===== config.mk =====
export PLATFORM = sky130hd
export DESIGN_NAME = multicycle_ctrl_fsm
export DESIGN_NICKNAME = d
export VERILOG_FILES = /design/src/rtl/mc_ctrl_pkg.sv /design/src/rtl/alu_op_decoder.sv /design/src/rtl/multicycle_ctrl_fsm.sv
export SDC_FILE = /design/constraint.sdc
export NUM_CORES = 1
export LEC_CHECK = 0
export ABC_CLOCK_PERIOD_IN_PS = 2350
export CAP_MARGIN = 5
export CORE_UTILIZATION = 51
export DETAILED_ROUTE_END_ITERATION = 6
export GPL_TIMING_DRIVEN = 0
export PLACE_DENSITY = 0.8
export SLEW_MARGIN = 25
export SYNTH_ARGS = -nofsm -noshare
export SYNTH_HDL_FRONTEND = slang
export SYNTH_SLANG_ARGS = --single-unit

===== constraint.sdc =====
create_clock -name clk -period 2.35 [get_ports clk]
set_clock_uncertainty 0.15 [all_clocks]
set_input_delay 0.47 -clock clk [delete_from_list [all_inputs] [get_ports clk]]
set_output_delay 0.47 -clock clk [all_outputs]
set_load 0.05 [all_outputs]

===== src/rtl/mc_ctrl_pkg.sv =====
// Shared definitions for the multicycle MIPS controller and the ALU-op
// decoder (also used by the single-cycle controller): opcode/funct
// constants, 5-bit ALU operation codes, FSM state encoding and datapath
// mux-select encodings.
package mc_ctrl_pkg;

  localparam int ALU_OP_BITS = 5;
  localparam int STATE_BITS  = 4;

  // Primary opcodes (IR[31:26])
  localparam logic [5:0] OPC_RTYPE = 6'b000000;
  localparam logic [5:0] OPC_J     = 6'b000010;
  localparam logic [5:0] OPC_JAL   = 6'b000011;
  localparam logic [5:0] OPC_BEQ   = 6'b000100;
  localparam logic [5:0] OPC_BNE   = 6'b000101;
  localparam logic [5:0] OPC_ADDI  = 6'b001000;
  localparam logic [5:0] OPC_ADDIU = 6'b001001;
  localparam logic [5:0] OPC_SLTI  = 6'b001010;
  localparam logic [5:0] OPC_SLTIU = 6'b001011;
  localparam logic [5:0] OPC_ANDI  = 6'b001100;
  localparam logic [5:0] OPC_ORI   = 6'b001101;
  localparam logic [5:0] OPC_XORI  = 6'b001110;
  localparam logic [5:0] OPC_LUI   = 6'b001111;
  localparam logic [5:0] OPC_LW    = 6'b100011;
  localparam logic [5:0] OPC_SW    = 6'b101011;

  // R-type function codes (IR[5:0])
  localparam logic [5:0] FN_SLL  = 6'b000000;
  localparam logic [5:0] FN_SRL  = 6'b000010;
  localparam logic [5:0] FN_SRA  = 6'b000011;
  localparam logic [5:0] FN_SLLV = 6'b000100;
  localparam logic [5:0] FN_SRLV = 6'b000110;
  localparam logic [5:0] FN_SRAV = 6'b000111;
  localparam logic [5:0] FN_JR   = 6'b001000;
  localparam logic [5:0] FN_JALR = 6'b001001;
  localparam logic [5:0] FN_ADD  = 6'b100000;
  localparam logic [5:0] FN_ADDU = 6'b100001;
  localparam logic [5:0] FN_SUB  = 6'b100010;
  localparam logic [5:0] FN_SUBU = 6'b100011;
  localparam logic [5:0] FN_AND  = 6'b100100;
  localparam logic [5:0] FN_OR   = 6'b100101;
  localparam logic [5:0] FN_XOR  = 6'b100110;
  localparam logic [5:0] FN_NOR  = 6'b100111;
  localparam logic [5:0] FN_SLT  = 6'b101010;
  localparam logic [5:0] FN_SLTU = 6'b101011;

  // ALU operation codes
  localparam logic [ALU_OP_BITS-1:0] OP_ADD  = 5'd0;
  localparam logic [ALU_OP_BITS-1:0] OP_ADDU = 5'd1;
  localparam logic [ALU_OP_BITS-1:0] OP_SUB  = 5'd2;
  localparam logic [ALU_OP_BITS-1:0] OP_SUBU = 5'd3;
  localparam logic [ALU_OP_BITS-1:0] OP_AND  = 5'd4;
  localparam logic [ALU_OP_BITS-1:0] OP_OR   = 5'd5;
  localparam logic [ALU_OP_BITS-1:0] OP_XOR  = 5'd6;
  localparam logic [ALU_OP_BITS-1:0] OP_NOR  = 5'd7;
  localparam logic [ALU_OP_BITS-1:0] OP_SLT  = 5'd8;
  localparam logic [ALU_OP_BITS-1:0] OP_SLTU = 5'd9;
  localparam logic [ALU_OP_BITS-1:0] OP_SLL  = 5'd10;
  localparam logic [ALU_OP_BITS-1:0] OP_SRL  = 5'd11;
  localparam logic [ALU_OP_BITS-1:0] OP_SRA  = 5'd12;
  localparam logic [ALU_OP_BITS-1:0] OP_SLLV = 5'd13;
  localparam logic [ALU_OP_BITS-1:0] OP_SRLV = 5'd14;
  localparam logic [ALU_OP_BITS-1:0] OP_SRAV = 5'd15;
  localparam logic [ALU_OP_BITS-1:0] OP_LUI  = 5'd16;

  // FSM state encoding (13 of 16 codes used)
  typedef enum logic [STATE_BITS-1:0] {
    S_FETCH     = 4'd0,
    S_DECODE    = 4'd1,
    S_MEM_ADDR  = 4'd2,
    S_MEM_READ  = 4'd3,
    S_MEM_WB    = 4'd4,
    S_MEM_WRITE = 4'd5,
    S_R_EXEC    = 4'd6,
    S_R_WB      = 4'd7,
    S_I_EXEC    = 4'd8,
    S_I_WB      = 4'd9,
    S_BRANCH    = 4'd10,
    S_JUMP      = 4'd11,
    S_JR        = 4'd12
  } state_e;

  // pc_src select
  localparam logic [1:0] PC_SRC_ALU    = 2'b00;
  localparam logic [1:0] PC_SRC_ALUOUT = 2'b01;
  localparam logic [1:0] PC_SRC_JUMP   = 2'b10;
  localparam logic [1:0] PC_SRC_REGA   = 2'b11;

  // alu_src_b select
  localparam logic [1:0] ALUB_REGB    = 2'b00;
  localparam logic [1:0] ALUB_FOUR    = 2'b01;
  localparam logic [1:0] ALUB_IMM     = 2'b10;
  localparam logic [1:0] ALUB_IMM_SH2 = 2'b11;

  // reg_dst select
  localparam logic [1:0] REG_DST_RT = 2'b00;
  localparam logic [1:0] REG_DST_RD = 2'b01;
  localparam logic [1:0] REG_DST_RA = 2'b10;

  // addi..lui occupy opcodes 001000..001111
  function automatic logic is_alu_imm(input logic [5:0] op);
    return op[5:3] == 3'b001;
  endfunction

endpackage


===== src/rtl/alu_op_decoder.sv =====
// Combinational map from (opcode, funct) to the 5-bit ALU operation code.
// Ports:
//   op            in  6  primary opcode
//   fn            in  6  R-type function field
//   alu_operation out 5  ALU op; OP_ADD for anything without an ALU meaning
module alu_op_decoder
  import mc_ctrl_pkg::*;
(
  input  logic [5:0]             op,
  input  logic [5:0]             fn,
  output logic [ALU_OP_BITS-1:0] alu_operation
);

  always_comb begin
    alu_operation = OP_ADD;
    case (op)
      OPC_RTYPE: begin
        case (fn)
          FN_ADD:  alu_operation = OP_ADD;
          FN_ADDU: alu_operation = OP_ADDU;
          FN_SUB:  alu_operation = OP_SUB;
          FN_SUBU: alu_operation = OP_SUBU;
          FN_AND:  alu_operation = OP_AND;
          FN_OR:   alu_operation = OP_OR;
          FN_XOR:  alu_operation = OP_XOR;
          FN_NOR:  alu_operation = OP_NOR;
          FN_SLT:  alu_operation = OP_SLT;
          FN_SLTU: alu_operation = OP_SLTU;
          FN_SLL:  alu_operation = OP_SLL;
          FN_SRL:  alu_operation = OP_SRL;
          FN_SRA:  alu_operation = OP_SRA;
          FN_SLLV: alu_operation = OP_SLLV;
          FN_SRLV: alu_operation = OP_SRLV;
          FN_SRAV: alu_operation = OP_SRAV;
          default: alu_operation = OP_ADD;
        endcase
      end
      OPC_ADDI:  alu_operation = OP_ADD;
      OPC_ADDIU: alu_operation = OP_ADDU;
      OPC_SLTI:  alu_operation = OP_SLT;
      OPC_SLTIU: alu_operation = OP_SLTU;
      OPC_ANDI:  alu_operation = OP_AND;
      OPC_ORI:   alu_operation = OP_OR;
      OPC_XORI:  alu_operation = OP_XOR;
      OPC_LUI:   alu_operation = OP_LUI;
      default:   alu_operation = OP_ADD;
    endcase
  end

endmodule


===== src/rtl/multicycle_ctrl_fsm.sv =====
// Sequencing controller for the multicycle MIPS datapath (shared
// instruction/data memory, IR, A/B, ALUOut, MDR). Each instruction walks
// FETCH -> DECODE -> execute/memory/write-back states; memory states stall
// on mem_ready.
// Ports:
//   clk, rst               clock, synchronous active-high reset
//   opcode, func           IR fields (valid from DECODE onward)
//   zero                   ALU zero flag (branch resolution)
//   mem_ready              memory finishes the current access this cycle
//   mem_read, mem_write    memory requests, held until mem_ready
//   iord                   address mux (0 PC, 1 ALUOut)
//   ir_write, pc_write     IR / PC load enables
//   pc_src                 PC source select
//   alu_src_a, alu_src_b   ALU operand selects
//   alu_operation          ALU op code
//   reg_write, reg_dst     register file write enable / destination select
//   mem_to_reg, data_c     write-back data selects (data_c = link PC)
//   instr_done             pulse in the final cycle of each instruction
module multicycle_ctrl_fsm
  import mc_ctrl_pkg::*;
#(
  parameter int ALUOP_W = 5,
  parameter int STATE_W = 4
) (
  input  logic               clk,
  input  logic               rst,
  input  logic [5:0]         opcode,
  input  logic [5:0]         func,
  input  logic               zero,
  input  logic               mem_ready,
  output logic               mem_read,
  output logic               mem_write,
  output logic               iord,
  output logic               ir_write,
  output logic               pc_write,
  output logic [1:0]         pc_src,
  output logic               alu_src_a,
  output logic [1:0]         alu_src_b,
  output logic [ALUOP_W-1:0] alu_operation,
  output logic               reg_write,
  output logic [1:0]         reg_dst,
  output logic               mem_to_reg,
  output logic               data_c,
  output logic               instr_done
);

  logic [STATE_W-1:0]     state_q;
  state_e                 state_d;
  logic [5:0]             op_q;
  logic [5:0]             fn_q;
  logic [ALU_OP_BITS-1:0] dec_op;

  alu_op_decoder u_alu_op_decoder (
    .op            (op_q),
    .fn            (fn_q),
    .alu_operation (dec_op)
  );

  always_ff @(posedge clk) begin
    if (rst) state_q <= S_FETCH;
    else     state_q <= state_d;
  end

  // IR fields are captured while in DECODE so that later states are immune
  // to IR being overwritten; these are data registers and carry no reset.
  always_ff @(posedge clk) begin
    if (state_q == S_DECODE) begin
      op_q <= opcode;
      fn_q <= func;
    end
  end

  always_comb begin
    state_d       = S_FETCH;
    mem_read      = 1'b0;
    mem_write     = 1'b0;
    iord          = 1'b0;
    ir_write      = 1'b0;
    pc_write      = 1'b0;
    pc_src        = PC_SRC_ALU;
    alu_src_a     = 1'b0;
    alu_src_b     = ALUB_REGB;
    alu_operation = OP_ADD;
    reg_write     = 1'b0;
    reg_dst       = REG_DST_RT;
    mem_to_reg    = 1'b0;
    data_c        = 1'b0;
    instr_done    = 1'b0;

    case (state_q)
      S_FETCH: begin
        mem_read  = 1'b1;
        alu_src_b = ALUB_FOUR;
        if (mem_ready) begin
          ir_write = 1'b1;
          pc_write = 1'b1;
          state_d  = S_DECODE;
        end else begin
          state_d  = S_FETCH;
        end
      end

      // Dispatch uses the live IR; branch target goes into ALUOut meanwhile.
      S_DECODE: begin
        alu_src_b = ALUB_IMM_SH2;
        if (opcode == OPC_LW || opcode == OPC_SW) begin
          state_d = S_MEM_ADDR;
        end else if (opcode == OPC_RTYPE) begin
          if (func == FN_JR || func == FN_JALR) state_d = S_JR;
          else                                  state_d = S_R_EXEC;
        end else if (is_alu_imm(opcode)) begin
          state_d = S_I_EXEC;
        end else if (opcode == OPC_BEQ || opcode == OPC_BNE) begin
          state_d = S_BRANCH;
        end else if (opcode == OPC_J || opcode == OPC_JAL) begin
          state_d = S_JUMP;
        end else begin
          // Undefined opcode retires here as a NOP.
          instr_done = 1'b1;
          state_d    = S_FETCH;
        end
      end

      S_MEM_ADDR: begin
        alu_src_a = 1'b1;
        alu_src_b = ALUB_IMM;
        if (op_q == OPC_SW) state_d = S_MEM_WRITE;
        else                state_d = S_MEM_READ;
      end

      S_MEM_READ: begin
        mem_read = 1'b1;
        iord     = 1'b1;
        if (mem_ready) state_d = S_MEM_WB;
        else           state_d = S_MEM_READ;
      end

      S_MEM_WB: begin
        reg_write  = 1'b1;
        reg_dst    = REG_DST_RT;
        mem_to_reg = 1'b1;
        instr_done = 1'b1;
      end

      S_MEM_WRITE: begin
        mem_write = 1'b1;
        iord      = 1'b1;
        if (mem_ready) begin
          instr_done = 1'b1;
          state_d    = S_FETCH;
        end else begin
          state_d    = S_MEM_WRITE;
        end
      end

      S_R_EXEC: begin
        alu_src_a     = 1'b1;
        alu_src_b     = ALUB_REGB;
        alu_operation = dec_op;
        state_d       = S_R_WB;
      end

      // ALU op held so ALU result stays stable during write-back.
      S_R_WB: begin
        reg_write     = 1'b1;
        reg_dst       = REG_DST_RD;
        alu_operation = dec_op;
        instr_done    = 1'b1;
      end

      S_I_EXEC: begin
        alu_src_a     = 1'b1;
        alu_src_b     = ALUB_IMM;
        alu_operation = dec_op;
        state_d       = S_I_WB;
      end

      S_I_WB: begin
        reg_write  = 1'b1;
        reg_dst    = REG_DST_RT;
        instr_done = 1'b1;
      end

      S_BRANCH: begin
        alu_src_a     = 1'b1;
        alu_src_b     = ALUB_REGB;
        alu_operation = OP_SUB;
        pc_src        = PC_SRC_ALUOUT;
        pc_write      = ((op_q == OPC_BEQ) & zero) | ((op_q == OPC_BNE) & ~zero);
        instr_done    = 1'b1;
      end

      // PC already holds PC+4 from FETCH, which is the link value.
      S_JUMP: begin
        pc_write   = 1'b1;
        pc_src     = PC_SRC_JUMP;
        instr_done = 1'b1;
        if (op_q == OPC_JAL) begin
          reg_write = 1'b1;
          reg_dst   = REG_DST_RA;
          data_c    = 1'b1;
        end
      end

      S_JR: begin
        pc_write   = 1'b1;
        pc_src     = PC_SRC_REGA;
        instr_done = 1'b1;
        if (fn_q == FN_JALR) begin
          reg_write = 1'b1;
          reg_dst   = REG_DST_RA;
          data_c    = 1'b1;
        end
      end

      default: state_d = S_FETCH;
    endcase

    // Reset silences every request and enable, including an in-flight write.
    if (rst) begin
      mem_read      = 1'b0;
      mem_write     = 1'b0;
      iord          = 1'b0;
      ir_write      = 1'b0;
      pc_write      = 1'b0;
      pc_src        = PC_SRC_ALU;
      alu_src_a     = 1'b0;
      alu_src_b     = ALUB_REGB;
      alu_operation = OP_ADD;
      reg_write     = 1'b0;
      reg_dst       = REG_DST_RT;
      mem_to_reg    = 1'b0;
      data_c        = 1'b0;
      instr_done    = 1'b0;
    end
  end

endmodule


### After elaboration in Yosys (flattened, before gate mapping)

Memories as Yosys holds them, arrays and structs flattened. A register that Yosys moved wholly into a read port is not among the register bits.
Index checks and enable logic that the tools add are counted.

| word-level totals | value |
|---|---|
| latch bits | 0 |
| output and inout port bits | 21 |
| bits in registers | 16 |
| memory bits (read-only) | 256 |
| logic and storage cells | 107 |
| bits in writable memories | 0 |
| memories | 1 |
| bits of input ports | 16 |

| operators by class | value |
|---|---|
| $lt $le $gt $ge | 0 |
| shift-type cells | 0 |
| div/mod/pow operators | 0 |
| multiplexer cells | 51 |
| bitwise logic cells | 4 |
| multipliers | 0 |
| equal/unequal tests | 33 |
| $add $sub $neg | 0 |
| reductions and logical operators | 15 |

Memory list:

| memory | depth | bits a word | rd ports | clocked after memory_dff | write ports | RTL line | RTL |
|---|---|---|---|---|---|---|---|
| (no name shown) | 64 | 4 | 1 | 1 | 0 | alu_op_decoder.sv:18 | `case (fn)` |

Operators with widths:

| kind | number |
|---|---|
| 6-bit by 4-bit equality test with 1-bit output, second input constant | 10 |
| 5-bit case mux with 8 select lines | 1 |
| 4-bit case mux with 7 select lines | 1 |
| 1-bit two-way mux | 25 |
| 6-bit by 3-bit equality test with 1-bit output, second input constant | 4 |
| 4-bit two-way mux | 6 |
| 4-bit equality test, second input constant | 5 |
| 6-bit by 2-bit equality test with 1-bit output, second input constant | 3 |
| 6-bit equality test, second input constant | 3 |
| 2-bit case mux with 3 select lines | 3 |
| 4-bit by 3-bit equality test with 1-bit output, second input constant | 4 |
| 6-bit logical NOT | 2 |
| 2-bit two-way mux | 5 |
| 5-bit case mux with 2 select lines | 1 |
| 3-bit two-way mux | 3 |
| 1-bit case mux with 3 select lines | 3 |
| 4-bit by 2-bit equality test with 1-bit output, second input constant | 2 |
| 2-bit OR reduction | 4 |
| 6-bit two-way mux | 1 |
| 3-bit OR reduction | 2 |
| 6-bit OR reduction | 1 |
| 5-bit two-way mux | 1 |
| 4-bit by 1-bit equality test with 1-bit output, second input constant | 1 |
| 4-bit logical NOT | 1 |
| other kinds (7) | 11 |

### Depth between registers and ports, before layout

| depth | value |
|---|---|
| depth after elaboration | 9 |
| mapped depth | 10 |
| gate-level depth less buffers | 8 |

### Modules after synthesis

From an unflattened synthesis, not the netlist that was laid out.

| unflattened totals | value |
|---|---|
| cells, all modules | 161 |
| area total of the unflattened synthesis | 1,373.8 sq um |

By module, submodules not included:

| module | instances | area an instance (sq um) | seq. area each (sq um) | cells an instance |
|---|---|---|---|---|
| multicycle_ctrl_fsm | 1 | 1,147.4 | 440.4 | 128 |
| alu_op_decoder | 1 | 226.5 | 0.0 | 33 |

### Worst setup path after synthesis

OpenSTA, ideal clock, no wires.

| timing path | value |
|---|---|
| kind | register to output |
| start point | register state_q[1] |
| end point | output port mem_read |
| required time | 1.730 ns |
| stages on the path, launching flop included | 5 |
| path slack | -1.587 ns |
| arrival time | 3.317 ns |
| buffers on the path | 2 |
| cell sequence | dfxtp_1 buf_4 buf_4 nand2_1 a2111oi_0 |

| on the way | value |
|---|---|
| cells in the longest elaborated chain, start to end | 4 |
| elaborated cells between the ends (all ways) | 5 |
| classes of those cells | eq/ne (1); mux (2); reduce/logical (2) |

RTL lines:

| element | RTL line | RTL |
|---|---|---|
| start, declared | multicycle_ctrl_fsm.sv:47 | `logic [STATE_W-1:0] state_q;` |
| start signal, assigned | multicycle_ctrl_fsm.sv:61 | `else state_q <= state_d;` |
| 4-bit by 2-bit equality test with 1-bit output or 4-bit logical NOT (tied branches) | multicycle_ctrl_fsm.sv:90 | `case (state_q)` |
| 2-bit OR reduction (no line) * | -- |  |
| 1-bit two-way mux * | multicycle_ctrl_fsm.sv:90 |  |
| 1-bit two-way mux * | multicycle_ctrl_fsm.sv:220 | `if (rst) begin` |
| end, declared | multicycle_ctrl_fsm.sv:31 | `output logic mem_read,` |

Every way passes the cells marked *; elsewhere a longest branch is shown, timed or not.

### Final worst setup path

| timing path | value |
|---|---|
| start point | register op_q[4] |
| end point | output port reg_dst[1] |

| on the way | value |
|---|---|
| cells in the longest elaborated chain, start to end | 4 |

RTL lines:

| element | RTL line | RTL |
|---|---|---|
| start, declared | multicycle_ctrl_fsm.sv:49 | `logic [5:0] op_q;` |
| start signal, assigned | multicycle_ctrl_fsm.sv:68 | `op_q <= opcode;` |
| 6-bit by 2-bit equality test with 1-bit output | multicycle_ctrl_fsm.sv:198 | `if (op_q == OPC_JAL) begin` |
| 2-bit two-way mux | multicycle_ctrl_fsm.sv:198 |  |
| 2-bit case mux with 3 select lines | multicycle_ctrl_fsm.sv:90 |  |
| 2-bit two-way mux | multicycle_ctrl_fsm.sv:220 |  |
| end, declared | multicycle_ctrl_fsm.sv:41 | `output logic [1:0] reg_dst,` |

Every way passes these cells.

==> impl_results.md <==
* Setup crit start: op_q[4]
* Std-Cell Core Area at 3100 um^2
* ANT nets after route at 0
* Max Buffers Root-to-Sink at 2
* CTS Root Cell: clkbuf_4
* Setup TNS at -1.40 ns
* Largest net degree at the start of global routing at 22
* Top cell type's share of synthesized area at 0.211
* Cells after Synth at 198
* Remaining DRCs at 0
* DR vias at about 1900
* Starting Density at 0.550
* Critical path class: reg2out
* Unrepaired setup endpoints after global routing: true
* Met2 GRT Util at 0.427
* TritonCTS buffer count at 3
* First-pass DRT Iterations at 5
* Post-synth EDFFs at 12
* Count of different cell masters after synthesis at 56
* Vias per cell at 6.24
* Fraction of layout cells with a size suffix above 1 at 0.362
* Commonest cells after routing, fill and taps aside: 24 x buf_4, 18 x nor2_1, 16 x a21oi_1
* Total grt overflow at 0
* Starting DRT DRC Count at 227
* Die H at 59.9 um
* Main synth FF type: edfxtp_1
* Synthesized cell area at 1710 um^2
* Busiest grt layer: met2
* Hold Buf Count CTS at 0
* Final net count at ~280
* Crit path DAT at 1.95 ns
* Final hold violation count at 0
* Fin worst setup slack at -0.217 ns
* Clock-pin slew on the worst setup and hold paths at 0.13 ns
* Leak Pwr at a little under 1 nW
* Die W at 59.9 um
* Status: finished, violations left
* Syn_nets at 217
* Most common cell after layout, fill and taps aside: buf_4
* Slew at the pin closest to its max-slew limit at 0.421 ns
* Total global-route track usage at 0.273
* Max-slew violation count at 0
* R2R setup slack at 0.03 ns
* Pwr Density at 409 nW/um^2
* Hold Crit Class: in2reg
* CTS tree: done
* Rel. slew slack at 0.719
* Crit share post-route at 1.09
* Vias in the first global route at 1635
* Worst EP required at 1.73 ns
* Synthesized area per cell at roughly 8.6 um^2
* Violations in the final reports: setup timing
* Async set-reset flop share out of synthesis at 0
* Minimum clock period at about 2.6 ns
* Row count at 20
* FMAX at 0.390 GHz
* Diodes inserted at 0
* Critical Path End Type: output pin
* # IOs at 37
* Synth area leader: edfxtp_1
* Hold Startpoint: opcode[1]
* Die area at 3580 um^2
* Routed WL per cell at ~17 um
* Setup Viol. Count Final at 10
* Buffers added on ports at 35
* Routed wire length at 4980 um
* VDD IR-drop max at 0.392 mV
* YS warnings at 0
* RR Startpoint: state_q[2]
* Leading post-synthesis cells by cell area: edfxtp_1 21%, dfxtp_1 9.4%, a21oi_1 5.3%
* Met1 Use GR at 0.386
* Max-cap violations at 0
* Crit path max fanout at 4
* H-tree levels at 1
* GP Congestion at 0.845
* Yosys reg bits at 20
* Sinks on Clock Net at 20
* Post-DP HPWL at 3300 um
* Worst-skew pair later-pin latency at 0.30 ns
* Area grow syn2layout at 45.2%
* Total power at 0.00101 W
* Startpoint Class: register
* Initial antenna violation count at 0
* First-pass GRT wire length at about 7400 um
* Seq/Total Area, Yosys at 0.305
* GR met3 Demand/Resource at 0.0390
-- routing by layer --
metal  routed length, um  part of all wire
met5                   0                 0
met4                  89             0.018
met3                 416             0.084
met2                2290              0.46
met1                2180              0.44
-- worst max-delay path: stages, from the launching register on --
cell	delay, ns
edfxtp_1	0.45
or3_1	0.40
or3_4	0.43
a21oi_2	0.19
buf_6	0.18
-- cell type report --
type                       instances  area [um^2]
clock buffer                       3         22.5
sequential                        20          533
multi-input combinational        157         1200
timing repair buffer              58          512
buffer                            12          103
clock inverter                     1         30.0
inverter                           6         22.5
tap                               44         55.1
fill                             209          623
-- metrics by stage --
stage          hold slack, ns  instance area (um^2)  cells   util  setup slack, ns
6_report                0.304                  2480    301  0.799           -0.217
5_1_grt                 0.289                  2480    301  0.799           -0.250
4_1_cts                 0.373                  2360    290  0.762           -0.276
3_5_place_dp            0.512                  2170    277  0.701            -1.04
3_3_place_gp            0.505                  2170    277  0.701            -1.02
2_1_floorplan           0.419                  1770    198      -           -0.291
-- worst paths after layout --
path,cells after the start,end
min reg2reg,4,state_q[3]
min,1,op_q[1]
max reg2reg,10,register
max,4,reg_dst[1]
-- cells in the mapped netlist (2+ instances only) --
cell,number
nor2_1,19
a21oi_1,18
edfxtp_1,12
nand2_1,10
nor3_1,10
dfxtp_1,8
mux2i_1,7
nand3_1,7
o21ai_0,7
inv_1,6
a21o_1,5
buf_2,5
a31oi_1,4
and3_1,4
clkbuf_1,4
nand2b_1,4
nand4b_1,4
or3_1,4
buf_6,3
ha_1,3
nand3b_1,3
o22a_1,3
xnor2_1,3
a32o_1,2
and4b_1,2
buf_4,2
nor2b_1,2
nor3_2,2
nor4_1,2
o21a_1,2
o22ai_1,2
o31ai_1,2
or3b_1,2
or4_1,2
or4_4,2
-- timing repair --
action / CTS / global route
endpoints found under the hold margin: 0 / 0
resized for setup: 144 / 31
setup buffers: 10 / 13
endpoints found under the setup margin: 21 / 18
pin swaps: 14 / 14
-- report_power, final --
| group | internal, W | leakage, nW | switching [W] |
|---|---|---|---|
| combinational | 0.000143 | 0.758 | 0.000176 |
| clock | 0.000172 | 0.0279 | 0.000108 |
| sequential | 0.000393 | 0.180 | 0.0000208 |
| total | 0.000709 | 0.965 | 0.000305 |
-- cell families after synthesis --
family	count (synthesis)	synth area share
AOI/OAI and AO/OA	55	0.218
xor gates and xnor gates	4	0.0205
adders and majority gates	3	0.0220
buffers and inverters	21	0.0740
muxes	9	0.0564
and+or+nand+nor	86	0.305
DFF	20	0.305
Note: power is estimated with default switching activity, not from simulation.
